$ cat config.mk
export PLATFORM = sky130hd
export DESIGN_NAME = nf_sume_10g_gt_reset_sequencer
export DESIGN_NICKNAME = d
export VERILOG_FILES = /design/src/rtl/nf_sume_10g_gt_reset_sequencer_pkg.sv /design/src/rtl/nf_sume_10g_gt_reset_sequencer_sync_bit.sv /design/src/rtl/nf_sume_10g_gt_reset_sequencer.sv
export SDC_FILE = /design/constraint.sdc
export NUM_CORES = 1
export LEC_CHECK = 0
export ABC_AREA = 1
export CAP_MARGIN = 20
export CORE_ASPECT_RATIO = 0.7
export CORE_MARGIN = 10
export CORE_UTILIZATION = 35
export CTS_BUF_LIST = sky130_fd_sc_hd__clkbuf_2
export CTS_CLUSTER_SIZE = 10
export DETAILED_ROUTE_END_ITERATION = 6
export GPL_TIMING_DRIVEN = 0
export PLACE_DENSITY = 0.64
export SLEW_MARGIN = 20
export SYNTH_ARGS = -nofsm -noshare
export SYNTH_HDL_FRONTEND = slang
export SYNTH_HIERARCHICAL = 1
export SYNTH_SLANG_ARGS = --single-unit
$ cat constraint.sdc
create_clock -name clk156 -period 2.1 [get_ports clk156]
set_input_delay 0.525 -clock clk156 [delete_from_list [all_inputs] [get_ports clk156]]
set_output_delay 0.525 -clock clk156 [all_outputs]
set_load 0.01 [all_outputs]
$ cat src/rtl/nf_sume_10g_gt_reset_sequencer_pkg.sv
// Shared types for the per-port GT/PCS reset sequencer: one-hot state encoding,
// registered control bundle and its state decode, timer width helper.
package nf_sume_10g_gt_reset_sequencer_pkg;

  typedef enum logic [8:0] {
    S_IDLE      = 9'b000000001,
    S_WAIT_QPLL = 9'b000000010,
    S_HOLD      = 9'b000000100,
    S_WAIT_TX   = 9'b000001000,
    S_WAIT_RX   = 9'b000010000,
    S_WAIT_LOCK = 9'b000100000,
    S_READY     = 9'b001000000,
    S_RETRY     = 9'b010000000,
    S_FAULT     = 9'b100000000
  } state_t;

  typedef struct packed {
    logic gt_tx;
    logic gt_rx;
    logic pcs_tx;
    logic pcs_rx;
    logic link_ready;
    logic fault;
  } ctl_t;

  function automatic int unsigned timer_width(input int unsigned done_to,
                                              input int unsigned lock_to,
                                              input int unsigned hold);
    int unsigned m;
    m = (done_to > lock_to) ? done_to : lock_to;
    if (hold > m) m = hold;
    return $clog2(m + 1);
  endfunction

  function automatic ctl_t decode(input state_t s);
    ctl_t c;
    c = 6'b111100;
    case (s)
      S_WAIT_TX:   c.gt_tx = 1'b0;
      S_WAIT_RX:   begin
        c.gt_tx  = 1'b0;
        c.gt_rx  = 1'b0;
        c.pcs_tx = 1'b0;
      end
      S_WAIT_LOCK: c = 6'b000000;
      S_READY:     c = 6'b000010;
      S_FAULT:     c.fault = 1'b1;
      default:     ;
    endcase
    return c;
  endfunction

endpackage

$ cat src/rtl/nf_sume_10g_gt_reset_sequencer_sync_bit.sv
// Multi-flop synchronizer for one asynchronous GT status bit into clk156.
module nf_sume_10g_sync_bit #(
  parameter int unsigned C_NUM_SYNC_REGS = 3
) (
  input  logic clk156,
  input  logic areset,
  input  logic d,
  output logic q
);

  (* ASYNC_REG = "TRUE" *) logic [C_NUM_SYNC_REGS-1:0] chain;

  always_ff @(posedge clk156 or posedge areset) begin
    if (areset) begin
      chain <= '0;
    end else begin
      chain[0] <= d;
      for (int unsigned i = 1; i < C_NUM_SYNC_REGS; i++) chain[i] <= chain[i-1];
    end
  end

  assign q = chain[C_NUM_SYNC_REGS-1];

endmodule

$ cat src/rtl/nf_sume_10g_gt_reset_sequencer.sv
// Per-port GTX/PCS reset sequencer: orders GT TX, GT RX, PCS TX, PCS RX reset
// release, waits for resetdone/block lock, retries on timeout, reports link_ready.
module nf_sume_10g_gt_reset_sequencer
  import nf_sume_10g_gt_reset_sequencer_pkg::*;
#(
  parameter int unsigned C_HOLD_CYCLES   = 16,
  parameter int unsigned C_DONE_TIMEOUT  = 65535,
  parameter int unsigned C_LOCK_TIMEOUT  = 65535,
  parameter int unsigned C_MAX_RETRY     = 7,
  parameter int unsigned C_NUM_SYNC_REGS = 3
) (
  input  logic       clk156,
  input  logic       areset,
  input  logic       reset_counter_done,
  input  logic       gtreset_in,
  input  logic       qplllock,
  input  logic       txresetdone,
  input  logic       rxresetdone,
  input  logic       rx_block_lock,
  output logic       gt_txreset,
  output logic       gt_rxreset,
  output logic       pcs_tx_reset,
  output logic       pcs_rx_reset,
  output logic       link_ready,
  output logic       fault,
  output logic [3:0] retry_count
);

  localparam int unsigned TW = timer_width(C_DONE_TIMEOUT, C_LOCK_TIMEOUT, C_HOLD_CYCLES);
  localparam logic [TW-1:0] HOLD_T = TW'(C_HOLD_CYCLES - 1);
  localparam logic [TW-1:0] DONE_T = TW'(C_DONE_TIMEOUT);
  localparam logic [TW-1:0] LOCK_T = TW'(C_LOCK_TIMEOUT);
  localparam logic [3:0]    MAX_R  = 4'(C_MAX_RETRY);

  logic          qplllock_s, txresetdone_s, rxresetdone_s;
  state_t        state, state_nxt;
  logic [TW-1:0] timer, timer_limit;
  logic          restart, qpll_lost, retry_inc;
  ctl_t          ctl_q;

  nf_sume_10g_sync_bit #(.C_NUM_SYNC_REGS(C_NUM_SYNC_REGS)) u_sync_qpll (
    .clk156(clk156), .areset(areset), .d(qplllock), .q(qplllock_s));
  nf_sume_10g_sync_bit #(.C_NUM_SYNC_REGS(C_NUM_SYNC_REGS)) u_sync_tx (
    .clk156(clk156), .areset(areset), .d(txresetdone), .q(txresetdone_s));
  nf_sume_10g_sync_bit #(.C_NUM_SYNC_REGS(C_NUM_SYNC_REGS)) u_sync_rx (
    .clk156(clk156), .areset(areset), .d(rxresetdone), .q(rxresetdone_s));

  always_comb begin
    state_nxt   = state;
    retry_inc   = 1'b0;
    restart     = gtreset_in && (state != S_IDLE) && (state != S_FAULT);
    qpll_lost   = !qplllock_s &&
                  (state inside {S_HOLD, S_WAIT_TX, S_WAIT_RX, S_WAIT_LOCK, S_READY});
    timer_limit = (state == S_HOLD) ? HOLD_T :
                  (state == S_WAIT_LOCK) ? LOCK_T : DONE_T;
    case (state)
      S_IDLE:  if (reset_counter_done) state_nxt = S_WAIT_QPLL;
      S_FAULT: state_nxt = S_FAULT;
      default: begin
        if (gtreset_in) state_nxt = S_HOLD;
        else if (qpll_lost) state_nxt = S_WAIT_QPLL;
        else begin
          // done/lock checks precede the timeout so they win on a tie
          case (state)
            S_WAIT_QPLL: if (qplllock_s) state_nxt = S_HOLD;
            S_HOLD:      if (timer == HOLD_T) state_nxt = S_WAIT_TX;
            S_WAIT_TX:   if (txresetdone_s) state_nxt = S_WAIT_RX;
                         else if (timer == DONE_T) state_nxt = S_RETRY;
            S_WAIT_RX:   if (rxresetdone_s) state_nxt = S_WAIT_LOCK;
                         else if (timer == DONE_T) state_nxt = S_RETRY;
            S_WAIT_LOCK: if (rx_block_lock) state_nxt = S_READY;
                         else if (timer == LOCK_T) state_nxt = S_RETRY;
            S_READY:     if (!rx_block_lock) state_nxt = S_WAIT_LOCK;
            S_RETRY:     if (retry_count == MAX_R) state_nxt = S_FAULT;
                         else begin
                           state_nxt = S_HOLD;
                           retry_inc = 1'b1;
                         end
            default:     state_nxt = S_IDLE;
          endcase
        end
      end
    endcase
  end

  // Outputs are registered from the next state so they change on the entry edge.
  always_ff @(posedge clk156 or posedge areset) begin
    if (areset) begin
      state       <= S_IDLE;
      timer       <= '0;
      retry_count <= '0;
      ctl_q       <= decode(S_IDLE);
    end else begin
      state <= state_nxt;
      if ((state_nxt != state) || restart) timer <= '0;
      else if (timer != timer_limit) timer <= timer + TW'(1);
      if ((state_nxt == S_READY) && (state != S_READY)) retry_count <= '0;
      else if (retry_inc && (retry_count != '1)) retry_count <= retry_count + 4'd1;
      ctl_q <= decode(state_nxt);
    end
  end

  assign gt_txreset   = ctl_q.gt_tx;
  assign gt_rxreset   = ctl_q.gt_rx;
  assign pcs_tx_reset = ctl_q.pcs_tx;
  assign pcs_rx_reset = ctl_q.pcs_rx;
  assign link_ready   = ctl_q.link_ready;
  assign fault        = ctl_q.fault;

endmodule

### Yosys cells after proc, flatten, opt, wreduce, memory -nomap -nowiden

Cells that the tools add are included.

* reductions and logical operators: 13
* $add $sub $neg: 2
* equal/unequal tests: 23
* shifts and indexed selects: 0
* order comparisons: 0
* bitwise logic cells: 0
* multiplexer cells: 27
* divide/modulo/power cells: 0
* $mul: 0

Operator list (number)
* $mux 9: 11
* $pmux 9 s7: 1
* $mux 16: 3
* $eq 9x4->1 const B: 2
* $eq 9x5->1 const B: 2
* $eq 9x6->1 const B: 2
* $eq 9x7->1 const B: 2
* $eq 9x9->1 const B: 2
* $pmux 9 s2: 1
* $add 16x1->16 const B: 1
* $eq 16x16->1 const B: 1
* $eq 16x4->1 const B: 1
* $ne 16x16->1: 1
* $eq 9x1->1 const B: 1
* $eq 9x2->1 const B: 1
* $eq 9x3->1 const B: 1
* $eq 9x8->1 const B: 1
* $ne 9x1->1 const B: 1
* $ne 9x7->1 const B: 1
* $ne 9x9->1: 1
* $ne 9x9->1 const B: 1
* $mux 4: 2
* $mux 1: 7
* $logic_and 1x1->1: 5
* other kinds (12): 13

* ROM bits: 0
* memories: 0
* bits in latches: 0
* memory bits (writable): 0
* output and inout bits: 10
* bits in registers: 44
* logic and storage cells: 77
* input port bits: 8

### Longest topological paths before layout

Gate-level depths: netlist (run 1).

* word-level depth: 10
* gate-level depth with buffers: 16
* depth with buffers taken out: 15

### Cells and area by module

Netlist (run 1), hierarchy kept.

By module, submodules not included
* nf_sume_10g_gt_reset_sequencer: sequential area each 855.8 um2, instances 1, area an instance 2633.8 um2, cells an instance 348
* nf_sume_10g_sync_bit: sequential area each 75.1 um2, instances 3, area an instance 78.8 um2, cells an instance 4

### Least setup slack after synthesis (run 1)

OpenSTA, ideal clock, no wires.

* path kind: register to register
* start: register state[6]
* end: register timer[6]
* required time: 2.032 ns
* data arrival time: 1.923 ns
* path buffers: 1
* cell stages (with the launch flop): 15
* path slack: 0.109 ns
* period minus slack after synthesis: 1.991 ns
* setup time: 0.068 ns
* cells stage by stage: dfrtp_1 > nor2_2 > nand2_2 > inv_6 > nand3_4 > nand3_2 > nand2_4 > nand3_4 > nor2_2 > nor2_2 > nand2_1 > nor2_2 > nand4_4 > buf_12 > nor2_4

* word-level cells in the longest chain between the ends: 9
* elaborated cells on any way between the ends: 33
* those cells by class: 13 x eq/ne; 14 x mux; 6 x reduce/logical

RTL lines
* start: declaration: RTL line nf_sume_10g_gt_reset_sequencer.sv:36 `state_t state, state_nxt;`
* start signal: assignment: RTL line nf_sume_10g_gt_reset_sequencer.sv:94 `state <= state_nxt;`
* $eq 9x3->1 (tied with other cells): RTL line nf_sume_10g_gt_reset_sequencer.sv:53, nf_sume_10g_gt_reset_sequencer.sv:64
* $reduce_bool 5->1: RTL line nf_sume_10g_gt_reset_sequencer.sv:53 `(state inside {S_HOLD, S_WAIT_TX, S_WAIT_RX, S_WAIT_LOCK, S_READY});`
* $logic_and 1x1->1: RTL line nf_sume_10g_gt_reset_sequencer.sv:52 `qpll_lost = !qplllock_s &&`
* $mux 9: RTL line nf_sume_10g_gt_reset_sequencer.sv:61 `else if (qpll_lost) state_nxt = S_WAIT_QPLL;`
* $mux 9: RTL line nf_sume_10g_gt_reset_sequencer.sv:60 `if (gtreset_in) state_nxt = S_HOLD;`
* $pmux 9 s2 *: RTL line nf_sume_10g_gt_reset_sequencer.sv:56 `case (state)`
* net state_nxt[7]: RTL line nf_sume_10g_gt_reset_sequencer.sv:36
* $ne 9x9->1 *: RTL line nf_sume_10g_gt_reset_sequencer.sv:95 `if ((state_nxt != state) || restart) timer <= '0;`
* $logic_or 1x1->1 *: RTL line nf_sume_10g_gt_reset_sequencer.sv:95
* $mux 16 or $reduce_bool 2->1 (tied branches)
* end signal: assignment: RTL line nf_sume_10g_gt_reset_sequencer.sv:96 `else if (timer != timer_limit) timer <= timer + TW'(1);`
* end: declaration: RTL line nf_sume_10g_gt_reset_sequencer.sv:37 `logic [TW-1:0] timer, timer_limit;`

The timed path passes the listed nets; every way through them passes the cells marked *.
A chain may end at the register's enable or synchronous reset.

### Worst setup path in the final report (run 1)

* start: register state[0]
* end: register timer[2]

* word-level cells in the longest chain between the ends: 9
* elaborated cells on any way between the ends: 33
* those cells by class: 13 x eq/ne; 14 x mux; 6 x reduce/logical

RTL lines (RTL line)
* $eq 9x3->1 (tied with other cells): nf_sume_10g_gt_reset_sequencer.sv:53, nf_sume_10g_gt_reset_sequencer.sv:54, nf_sume_10g_gt_reset_sequencer.sv:64
* $reduce_bool 5->1 (tied with other cells): nf_sume_10g_gt_reset_sequencer.sv:53
* $logic_and 1x1->1 or $pmux 9 s7 (tied branches): nf_sume_10g_gt_reset_sequencer.sv:52, nf_sume_10g_gt_reset_sequencer.sv:64
* $mux 9: nf_sume_10g_gt_reset_sequencer.sv:61
* $mux 9: nf_sume_10g_gt_reset_sequencer.sv:60
* $pmux 9 s2: nf_sume_10g_gt_reset_sequencer.sv:56
* $ne 9x9->1: nf_sume_10g_gt_reset_sequencer.sv:95
* $logic_or 1x1->1: nf_sume_10g_gt_reset_sequencer.sv:95
* $mux 16 or $reduce_bool 2->1 (tied branches)

Several ways; a longest one is shown, not always the timed one.

==> results.toml, run 1 <==
[synthesis]
ys.flop_type = "dfrtp_1"
synth.top_cell.area_share = 0.340
syn_inst = 360
synth_fp_nets = 370
syn_area_um2 = 2870
synth_mux_area_frac = 0.00349
yosys_warnings = 6
synth_compound_area_frac = 0.0445
synth-xor-area-share = 0.0336
synth_edf_count = 0
synthSimpleGateAreaFrac = 0.456
synth_top_family_by_area = "simple AND/OR/NAND/NOR gates"
synthTopCellsByArea = "dfrtp_1, nand2_1, nor2_4"
ys_async_sr_fraction = 1.00
syn_area_per_cell_um2 = 7.97
ys_seq_area_frac = 0.377
synthAdderAreaFrac = 0.00872
ys_ff_latch = 43
synth_top_area_cell = "dfrtp_1"
ys_types = 41

[worst_setup_path]
startpoint_type = "flip-flop"
r2r_slack_ps = -220
critical_path_class = "flip-flop to flip-flop"
slowest_stage = "dfstp_2"
rr_endpoint = "timer[2]"
critPathCaptureType = "flip-flop"
crit-reg2reg-launch = "state[0]"
arrival_ps = 2670
startpoint = "state[0]"
crit_chain = "nor2_4, nand2_4, nor2_4, nor2_4, nand3_2, nand2_4, buf_4, nand3_1, nand2_1, nand2_1, nor2_2, nand4_4, buf_12, nor2_4"
cp_max_fo = 10
critPathMostFrequentCell = "nor2_4"
reg2reg_depth = 14
cp.required_ps = 2450
max_stage_delay_ps = 620

[sta]
fmax_ghz = 0.432
finalHoldViolCount = 0
worstMarginPinSlew_ps = 735
fin_skew_ps = 40.3
finalCriticalPeriod_ps = 2320
slew_violations = 0
setup_violations = 16
period_share = 1.10
rsz0062_at_grt = "yes"
relSlewSlack = 0.510
setup_slack_ps = -216

[route]
drt_iter0_markers = 248
wl_um = 7230
wl_per_cell_um = 14.2
drcViolationCount = 0
ant_nets = 0
num_vias = 2553
vias_per_cell = 5.02
first_pass_iters = 4

[floorplanning]
rows = 27
core-area_um2 = 7940
dieArea_um2 = 12300
io_pins = 18
initial_core_util = 0.362
die_h_um = 95.8
die_w_um = 128

[place]
dp_hpwl_um = 5110
place_worst_setup_slack_ps = -568
gp_congestion = 0.919
port_buffers = 17
dp.cells = 478

[power]
power_frac_seq = 0.360
p_switching_mw = 1.15
p_int_mw = 1.46
combPwrFrac = 0.500
p_clk_frac = 0.140
p_leak_nw = 1.52
vdd_drop_max_mv = 0.335
powerDensity_nw_per_um2 = 729
swShare = 0.441

[clock_network]
cts-root-buf = "clkbuf_2"
h-tree-depth = 2
tritoncts = "yes"
postCtsHoldBufs = 0
clk_pin_slew_ps = 210
clock_latency_ps = 430
clockBufferDepth = 2
clock_sinks = 43
cts_buffers = 5

[finish]
nNetsFinal = 417
post_route_cells_drive_above_1_share = 0.341
instances_no_fill = 509
fillCellCount = 760
diodes = 0
final_cell_mix = "nand2_1, nor2_1, inv_1, nand3_1, dfrtp_1"
area_growth_pct = 24.7
layout_commonest_cell = "nand2_1"

[grt]
grt_usage = 0.115
grt_pass1_wl_um = 11600
grt_start_max_net_pins = 35
grt_remaining_overflow = 0
antenna_found_initial = 0
grt_pass1_vias = 2427

[outcome]
status = "finished, violations left"
violations = "negative setup slack"

[min_path]
hp-class = "primary input to asynchronous set/reset pin"

[job]
maxCapViolCount = 0
[critical path: cells and delay by family (launching register included)]
kind | cells | cell delay [ps]
buffers and inverters | 2 | 330
flip-flops | 1 | 620
AND/OR/NAND/NOR | 12 | 1330
[power groups by stage]
| stage | logic, mW | clock network [mW] | registers (mW) |
|---|---|---|---|
| global placement | 1.06 | 0 | 0.953 |
| detailed placement | 1.06 | 0 | 0.954 |
| global route | 1.42 | 0.414 | 0.946 |
| CTS | 1.18 | 0.379 | 0.937 |
| finish | 1.30 | 0.364 | 0.938 |
| floorplan | 0.886 | 0 | 0.945 |
[sequential cells by signal, summed over array words and instances (netlist names), 3 cells and up]
name and cells:
retry_count 4, u_sync_qpll/chain 3, u_sync_rx/chain 3, state 9, timer 16, u_sync_tx/chain 3
[worst max-delay path by stage]
stage | endpoint | cells past startpoint | slack, ps
2_1_floorplan | timer[6] | 14 | 110
3_3_place_gp | timer[6] | 10 | -550
3_5_place_dp | timer[6] | 10 | -570
4_1_cts | timer[2] | 15 | -160
5_1_grt | timer[15] | 15 | -340
6_report | timer[2] | 14 | -220
[logic make-up (layout without fill, tap and decap cells)]
family | Yosys count | count (layout)
AND/OR/NAND/NOR | 234 | 234
buffers and inverters | 49 | 97
flip-flops | 43 | 43
AO/OA/AOI/OAI | 20 | 20
XOR/XNOR | 11 | 11
adder cells (fa/ha/maj) | 2 | 2
multiplexers | 1 | 1
[cell type report]
| cell class | instances | area (um^2) | area share |
|---|---|---|---|
| inverter | 45 | 186 | 0.0521 |
| clock buffer | 5 | 25.0 | 0.00699 |
| tap | 101 | 126 | 0.0353 |
| sequential | 43 | 1090 | 0.305 |
| clock inverter | 3 | 20.0 | 0.00559 |
| timing repair buffer | 40 | 357 | 0.0997 |
| buffer | 4 | 50.0 | 0.0140 |
| multi-input combinational | 268 | 1720 | 0.481 |
[routing by layer]
layer	vias up	part of all wire	global-route usage
met1	1195	0.48	0.161
met3	15	0.061	0.0231
met2	78	0.44	0.174
met5	-	0	0
li1	1265	-	-
met4	0	0.018	0.0383
[cell usage after synthesis, types with 5 or more instances]
library cell / n
nor2_2: 14
dfrtp_1: 39
inv_2: 5
nand2_1: 68
nand3_1: 34
nor2_1: 48
nor2_4: 17
nand2_2: 7
xor2_1: 9
nand3_2: 9
nor3_1: 10
nand4_1: 12
inv_1: 36
o21ai_0: 7
[repair_timing]
item,CTS,global route
pin swaps,5,12
setup endpoints to repair,17,26
resized for setup,17,41
buffers inserted,18,5
[through the flow]
stage	area [um^2]	hold slack, ps	utilization	total power [mW]	TNS (ps)
2_1_floorplan	2870	279	-	1.83	0
3_3_place_gp	3170	332	0.399	2.01	-12740
3_5_place_dp	3170	337	0.399	2.02	-8170
4_1_cts	3400	320	0.429	2.50	-2030
5_1_grt	3580	343	0.451	2.78	-4920
6_report	3580	336	0.451	2.61	-2860
Note: power is estimated with default switching activity, not from simulation.
==> run 2, diff against run 1 <==
--- a/config.mk
+++ b/config.mk
@@ -10,7 +10,7 @@
 export CORE_ASPECT_RATIO = 0.7
 export CORE_MARGIN = 10
 export CORE_UTILIZATION = 35
-export CTS_BUF_LIST = sky130_fd_sc_hd__clkbuf_2
+export CTS_BUF_LIST = sky130_fd_sc_hd__clkbuf_4 sky130_fd_sc_hd__clkbuf_8
 export CTS_CLUSTER_SIZE = 10
 export DETAILED_ROUTE_END_ITERATION = 6
 export GPL_TIMING_DRIVEN = 0
==> results.toml, run 2 (synthesis results as in run 1) <==
[finish]
largest-register = "timer"
diodes = 0
nNetsFinal = 423
post_route_cells_drive_above_1_share = 0.374
final_cell_mix = "nand2_1, nor2_1, inv_1, dfrtp_1, nor2_4"
instances_no_fill = 515
largestRegisters = "timer x16, state x9, retry_count x4"
layout_commonest_cell = "nand2_1"
largest_register_ffs = 16
fin_util = 0.477
area_growth_pct = 31.9

[grt]
grt_pass1_wl_um = 11700
grtUsageMet2 = 0.176
grt_usage = 0.117
use_met1 = 0.165
grt_start_max_net_pins = 35
top_usage_layer = "met2"
antenna_found_initial = 0
grt_remaining_overflow = 0
grt_pass1_vias = 2409
grtUsageMet3 = 0.0247

[floorplanning]
dieArea_um2 = 12300
rows = 27
die_h_um = 95.8
die_w_um = 128
core-area_um2 = 7940
initial_core_util = 0.362
io_pins = 18

[sta]
worstMarginPinSlew_ps = 751
finalHoldViolCount = 0
relSlewSlack = 0.498
slew_violations = 0
rsz0062_at_grt = "yes"
fin_skew_ps = 17.1
setup_slack_ps = -227
finalCriticalPeriod_ps = 2330
fmax_ghz = 0.430
period_share = 1.11
setup_violations = 16
fin_worst_hold_slack_ps = 343

[route]
wl_per_cell_um = 14.7
wl_um = 7560
drt_iter0_markers = 237
vias_per_cell = 5.00
drcViolationCount = 0
num_vias = 2575
ant_nets = 0
first_pass_iters = 5

[clock_network]
cts_buffers = 5
clockBufferDepth = 2
cts-root-buf = "clkbuf_8"
clock_latency_ps = 310
tritoncts = "yes"
h-tree-depth = 2
clk_pin_slew_ps = 80
postCtsHoldBufs = 0
clock_sinks = 43

[worst_setup_path]
startpoint = "state[7]"
critPathCaptureType = "flip-flop"
cp_max_fo = 8
cp.required_ps = 2330
crit-reg2reg-launch = "state[7]"
startpoint_type = "flip-flop"
critical_path_class = "flip-flop to flip-flop"
arrival_ps = 2560

[power]
powerDensity_nw_per_um2 = 787
p_leak_nw = 1.61
report.power.total_mw = 2.98
vdd_drop_max_mv = 0.417

[place]
dp_hpwl_um = 5110
port_buffers = 17
dp.cells = 478
gp_congestion = 0.919

[min_path]
hp-class = "flip-flop to flip-flop"
min_from = "u_sync_tx/chain[0]"

[outcome]
status = "finished, violations left"
violations = "negative setup slack"

[job]
maxCapViolCount = 0
==> run 2: cell types whose count changed in the layout (fill, tap and decap cells not counted), moves of 3 or more <==
cell             change
clkbuf_2             -5
buf_4                +3
dlymetal6s2s_1       -3
clkbuf_8             +6
nor2_1               -4
nor2_4               +5
nand2_1              -3
clkdlybuf4s50_1      +4
==> run 2: path summary, 6_finish.rpt <==
kind | endpoint | slack, ps | cells after the start
worst max-delay path | timer[11] | -230 | 15
worst min-delay path | u_sync_tx/chain[1] | 340 | 0
worst max register to register | timer[11] | -230 | 15
worst min register to register | u_sync_tx/chain[1] | 340 | 0
max in group asynchronous | state[6] | 830 | 2
min in group asynchronous | u_sync_tx/chain[1] | 480 | 2
==> run 2: routing by layer <==
metal  share of wire  vias up
li1                -     1281
met1            0.49     1225
met2            0.45       60
met3           0.040        9
met4           0.013        0
met5               0        -
==> run 2: cell type report <==
| class | instances | area [um^2] |
|---|---|---|
| plain buffers | 4 | 50.0 |
| clock buffers | 6 | 82.6 |
| clock inverters | 2 | 16.3 |
| fillers | 738 | 4150 |
| inverters | 45 | 188 |
| multi-input cells | 268 | 1810 |
| flip-flops and latches | 43 | 1090 |
| well taps | 101 | 126 |
| repair buffers | 46 | 420 |
==> run 2: where the power goes <==
part           total, mW  internal, mW  leakage (nW)  switching [mW]
registers          0.947         0.881         0.548          0.0663
logic               1.46         0.577          1.02           0.886
clock network      0.570         0.269        0.0474           0.301
==> run 2: timing repair <==
action | CTS | global route
gates resized for setup | 25 | 53
buffers inserted | 15 | 13
endpoints found under the setup margin | 17 | 23
gates cloned | 1 | 0
pin swaps | 10 | 20
==> run 2: critical path: stages (launching register included) <==
cell     delay, ps
dfrtp_2        460
buf_4          170
nor2_1         170
nand3_2        110
nor2_4         160
nor2_4          60
nand3_4         90
nand2_8         90
nand3_4        150
nor2_4          70
nand2_2        100
nand2_4         70
nor2_4         100
nand4_4        180
buf_6          200
nor2_1          80
==> run 2: per-stage QoR <==
step                      setup slack, ps  area (um^2)  setup TNS [ps]
final                                -227         3790           -3430
after global routing                 -313         3790           -5060
after CTS                            -195         3480           -2920
after detailed placement             -568         3170           -8170
after global placement               -555         3170          -12740
after floorplan                       109         2870               0
==> run 3, diff against run 2 <==
--- a/config.mk
+++ b/config.mk
@@ -9,14 +9,13 @@
 export CAP_MARGIN = 20
 export CORE_ASPECT_RATIO = 0.7
 export CORE_MARGIN = 10
-export CORE_UTILIZATION = 35
+export CORE_UTILIZATION = 55
 export CTS_BUF_LIST = sky130_fd_sc_hd__clkbuf_4 sky130_fd_sc_hd__clkbuf_8
 export CTS_CLUSTER_SIZE = 10
 export DETAILED_ROUTE_END_ITERATION = 6
 export GPL_TIMING_DRIVEN = 0
-export PLACE_DENSITY = 0.64
+export PLACE_DENSITY = 0.88
 export SLEW_MARGIN = 20
 export SYNTH_ARGS = -nofsm -noshare
 export SYNTH_HDL_FRONTEND = slang
-export SYNTH_HIERARCHICAL = 1
 export SYNTH_SLANG_ARGS = --single-unit
==> results.toml, run 3 <==
[finish]
largestRegisters = "timer x16, state x9, retry_count x4"
fillCellCount = 238
final_cell_mix = "nand2_1, buf_4, nor2_1, nand3_1"
fin_util = 0.806
largest-register = "timer"
nNetsFinal = 443
largest_register_ffs = 16
diodes = 0
area_growth_pct = 42.8
layout_commonest_cell = "nand2_1"
post_route_cells_drive_above_1_share = 0.389

[worst_setup_path]
slowest_stage = "dfrtp_1"
r2r_slack_ps = -500
arrival_ps = 2850
max_stage_delay_ps = 490
critical_path_class = "flip-flop to flip-flop"
critPathCaptureType = "flip-flop"
crit_chain = "nand2_1, nor2_1, nand2_1, inv_1, nand2_2, nand2_1, nand2_1, nand2_1, nand2_2, nand4_1, nand4_1, nor2_2, nand3_4, buf_12, nor2_4"
startpoint_type = "flip-flop"
crit-reg2reg-launch = "timer[4]"
critPathMostFrequentCell = "nand2_1"
cp.required_ps = 2350
cp_max_fo = 5
reg2reg_depth = 15
rr_endpoint = "timer[4]"

[synthesis]
synth.top_cell.area_share = 0.366
synth_edf_count = 0
ys_ff_latch = 43
synth_common_cells = "nand2_1, nor2_1, nand3_1, inv_1, dfrtp_1"
synth_top_area_cell = "dfrtp_1"
synth_fp_nets = 376
syn_area_um2 = 2670
synthTopCellsByArea = "dfrtp_1, nand2_1, nand3_1"
ys_types = 33
ys.flop_type = "dfrtp_1"
syn_area_per_cell_um2 = 7.29
ys_async_sr_fraction = 1.00
syn_inst = 366
yosys_warnings = 0
synth_most_common_cell = "nand2_1"
ys_seq_area_frac = 0.405

[clock_network]
tritoncts = "yes"
cts-root-buf = "clkbuf_8"
clock_sinks = 43
h-tree-depth = 2
clk_pin_slew_ps = 90
clock_latency_ps = 310
cts_buffers = 5
clockBufferDepth = 2

[sta]
fin_worst_hold_slack_ps = 348
fmax_ghz = 0.385
setup_slack_ps = -500
relSlewSlack = 0.647
fin_skew_ps = 5.91
period_share = 1.24
rsz0062_at_grt = "yes"
setup_violations = 28
slew_violations = 0
finalHoldViolCount = 0
worstMarginPinSlew_ps = 524
tns_ps = -10230
finalCriticalPeriod_ps = 2600

[grt]
grt_pass1_wl_um = 13200
grt_start_max_net_pins = 34
grt_usage = 0.206
grt_pass1_vias = 2689
grt_remaining_overflow = 0
antenna_found_initial = 0

[place]
place_worst_setup_slack_ps = -494
dp_hpwl_um = 4790
gp_congestion = 1.01
port_buffers = 17

[job]
maxCapViolCount = 0

[floorplanning]
dieArea_um2 = 8080
io_pins = 18
die_h_um = 78.3
rows = 21
core-area_um2 = 4730
initial_core_util = 0.564
die_w_um = 103

[min_path]
hp-class = "flip-flop to flip-flop"
hold_depth = 0
hold_end = "u_sync_qpll.chain[2]"
min_from = "u_sync_qpll.chain[1]"

[outcome]
status = "finished, violations left"
violations = "design-rule violations, negative setup slack"

[route]
drt_iter0_markers = 613
ant_nets = 0
wl_um = 11100
num_vias = 3281
first_pass_iters = 7
drcViolationCount = 128
vias_per_cell = 6.68
wl_per_cell_um = 22.7

[power]
powerDensity_nw_per_um2 = 817
vdd_drop_max_mv = 0.589
p_leak_nw = 1.77
## run 3: changes by cell type in the layout (fill, tap and decap cells not counted), sizes merged, moves of 4 or more
cell,change
o21ai,+5
buf,+13
inv,+5
nand2,+9
nand3,+5
nor4,-4
## run 3: how the worst max path moves through the flow
stage                   from         to  cells past startpoint
2_1_floorplan       state[0]   timer[6]                     13
3_3_place_gp   rx_block_lock   timer[7]                     12
5_1_grt             timer[4]  timer[11]                     15
3_5_place_dp   rx_block_lock   timer[4]                     12
4_1_cts             state[5]   timer[4]                     15
6_report            timer[4]   timer[4]                     15
## run 3: cell families after synthesis
family                     share of synthesized area
AOI/OAI and AO/OA                             0.0413
xor gates and xnor gates                      0.0361
adders and majority gates                    0.00937
buffers and inverters                         0.0797
DFF                                            0.405
muxes                                        0.00375
and+or+nand+nor                                0.425
## run 3: final cells by class
| class | count | area, um^2 | area share |
|---|---|---|---|
| Sequential cell | 43 | 1090 | 0.286 |
| Multi-Input combinational cell | 273 | 1750 | 0.460 |
| Clock inverter | 2 | 38.8 | 0.0102 |
| Buffer | 3 | 38.8 | 0.0102 |
| Clock buffer | 6 | 82.6 | 0.0217 |
| Tap cell | 57 | 71.3 | 0.0187 |
| Timing Repair Buffer | 59 | 542 | 0.142 |
| Inverter | 48 | 193 | 0.0506 |
## run 3: metrics by stage
| step | cell area [um^2] | instances | total power [mW] |
|---|---|---|---|
| 2_1_floorplan | 2670 | 366 | 1.51 |
| 3_3_place_gp | 2910 | 440 | 1.65 |
| 3_5_place_dp | 2930 | 441 | 1.67 |
| 4_1_cts | 3500 | 477 | 2.74 |
| 5_1_grt | 3810 | 491 | 3.20 |
| 6_report | 3810 | 491 | 3.11 |
## run 3: report_power, final
| part | switching, mW | leakage [nW] | total, mW | internal [mW] |
|---|---|---|---|---|
| combinational | 0.878 | 1.16 | 1.46 | 0.584 |
| sequential | 0.0645 | 0.552 | 0.947 | 0.882 |
| clock | 0.314 | 0.0618 | 0.706 | 0.392 |
## run 3: worst max-delay path, delay by kind of cell (launching register included)
family                 cells  cell delay (ps)
AND/OR/NAND/NOR           13             1680
buffers and inverters      2              340
flip-flops                 1              490
## run 3: routing by layer
| metal | track usage | vias up | routed length [um] |
|---|---|---|---|
| met5 | 0 | - | 0 |
| met4 | 0.101 | 0 | 948 |
| met3 | 0.0551 | 122 | 1620 |
| met2 | 0.311 | 356 | 4670 |
| met1 | 0.265 | 1496 | 3880 |
| li1 | - | 1307 | - |
## run 3: repair_timing
item	CTS	global route
gates cloned	2	0
pin swaps	27	27
resized for setup	62	57
setup endpoints to repair	21	25
setup buffers	26	14
hold buffers	0	0
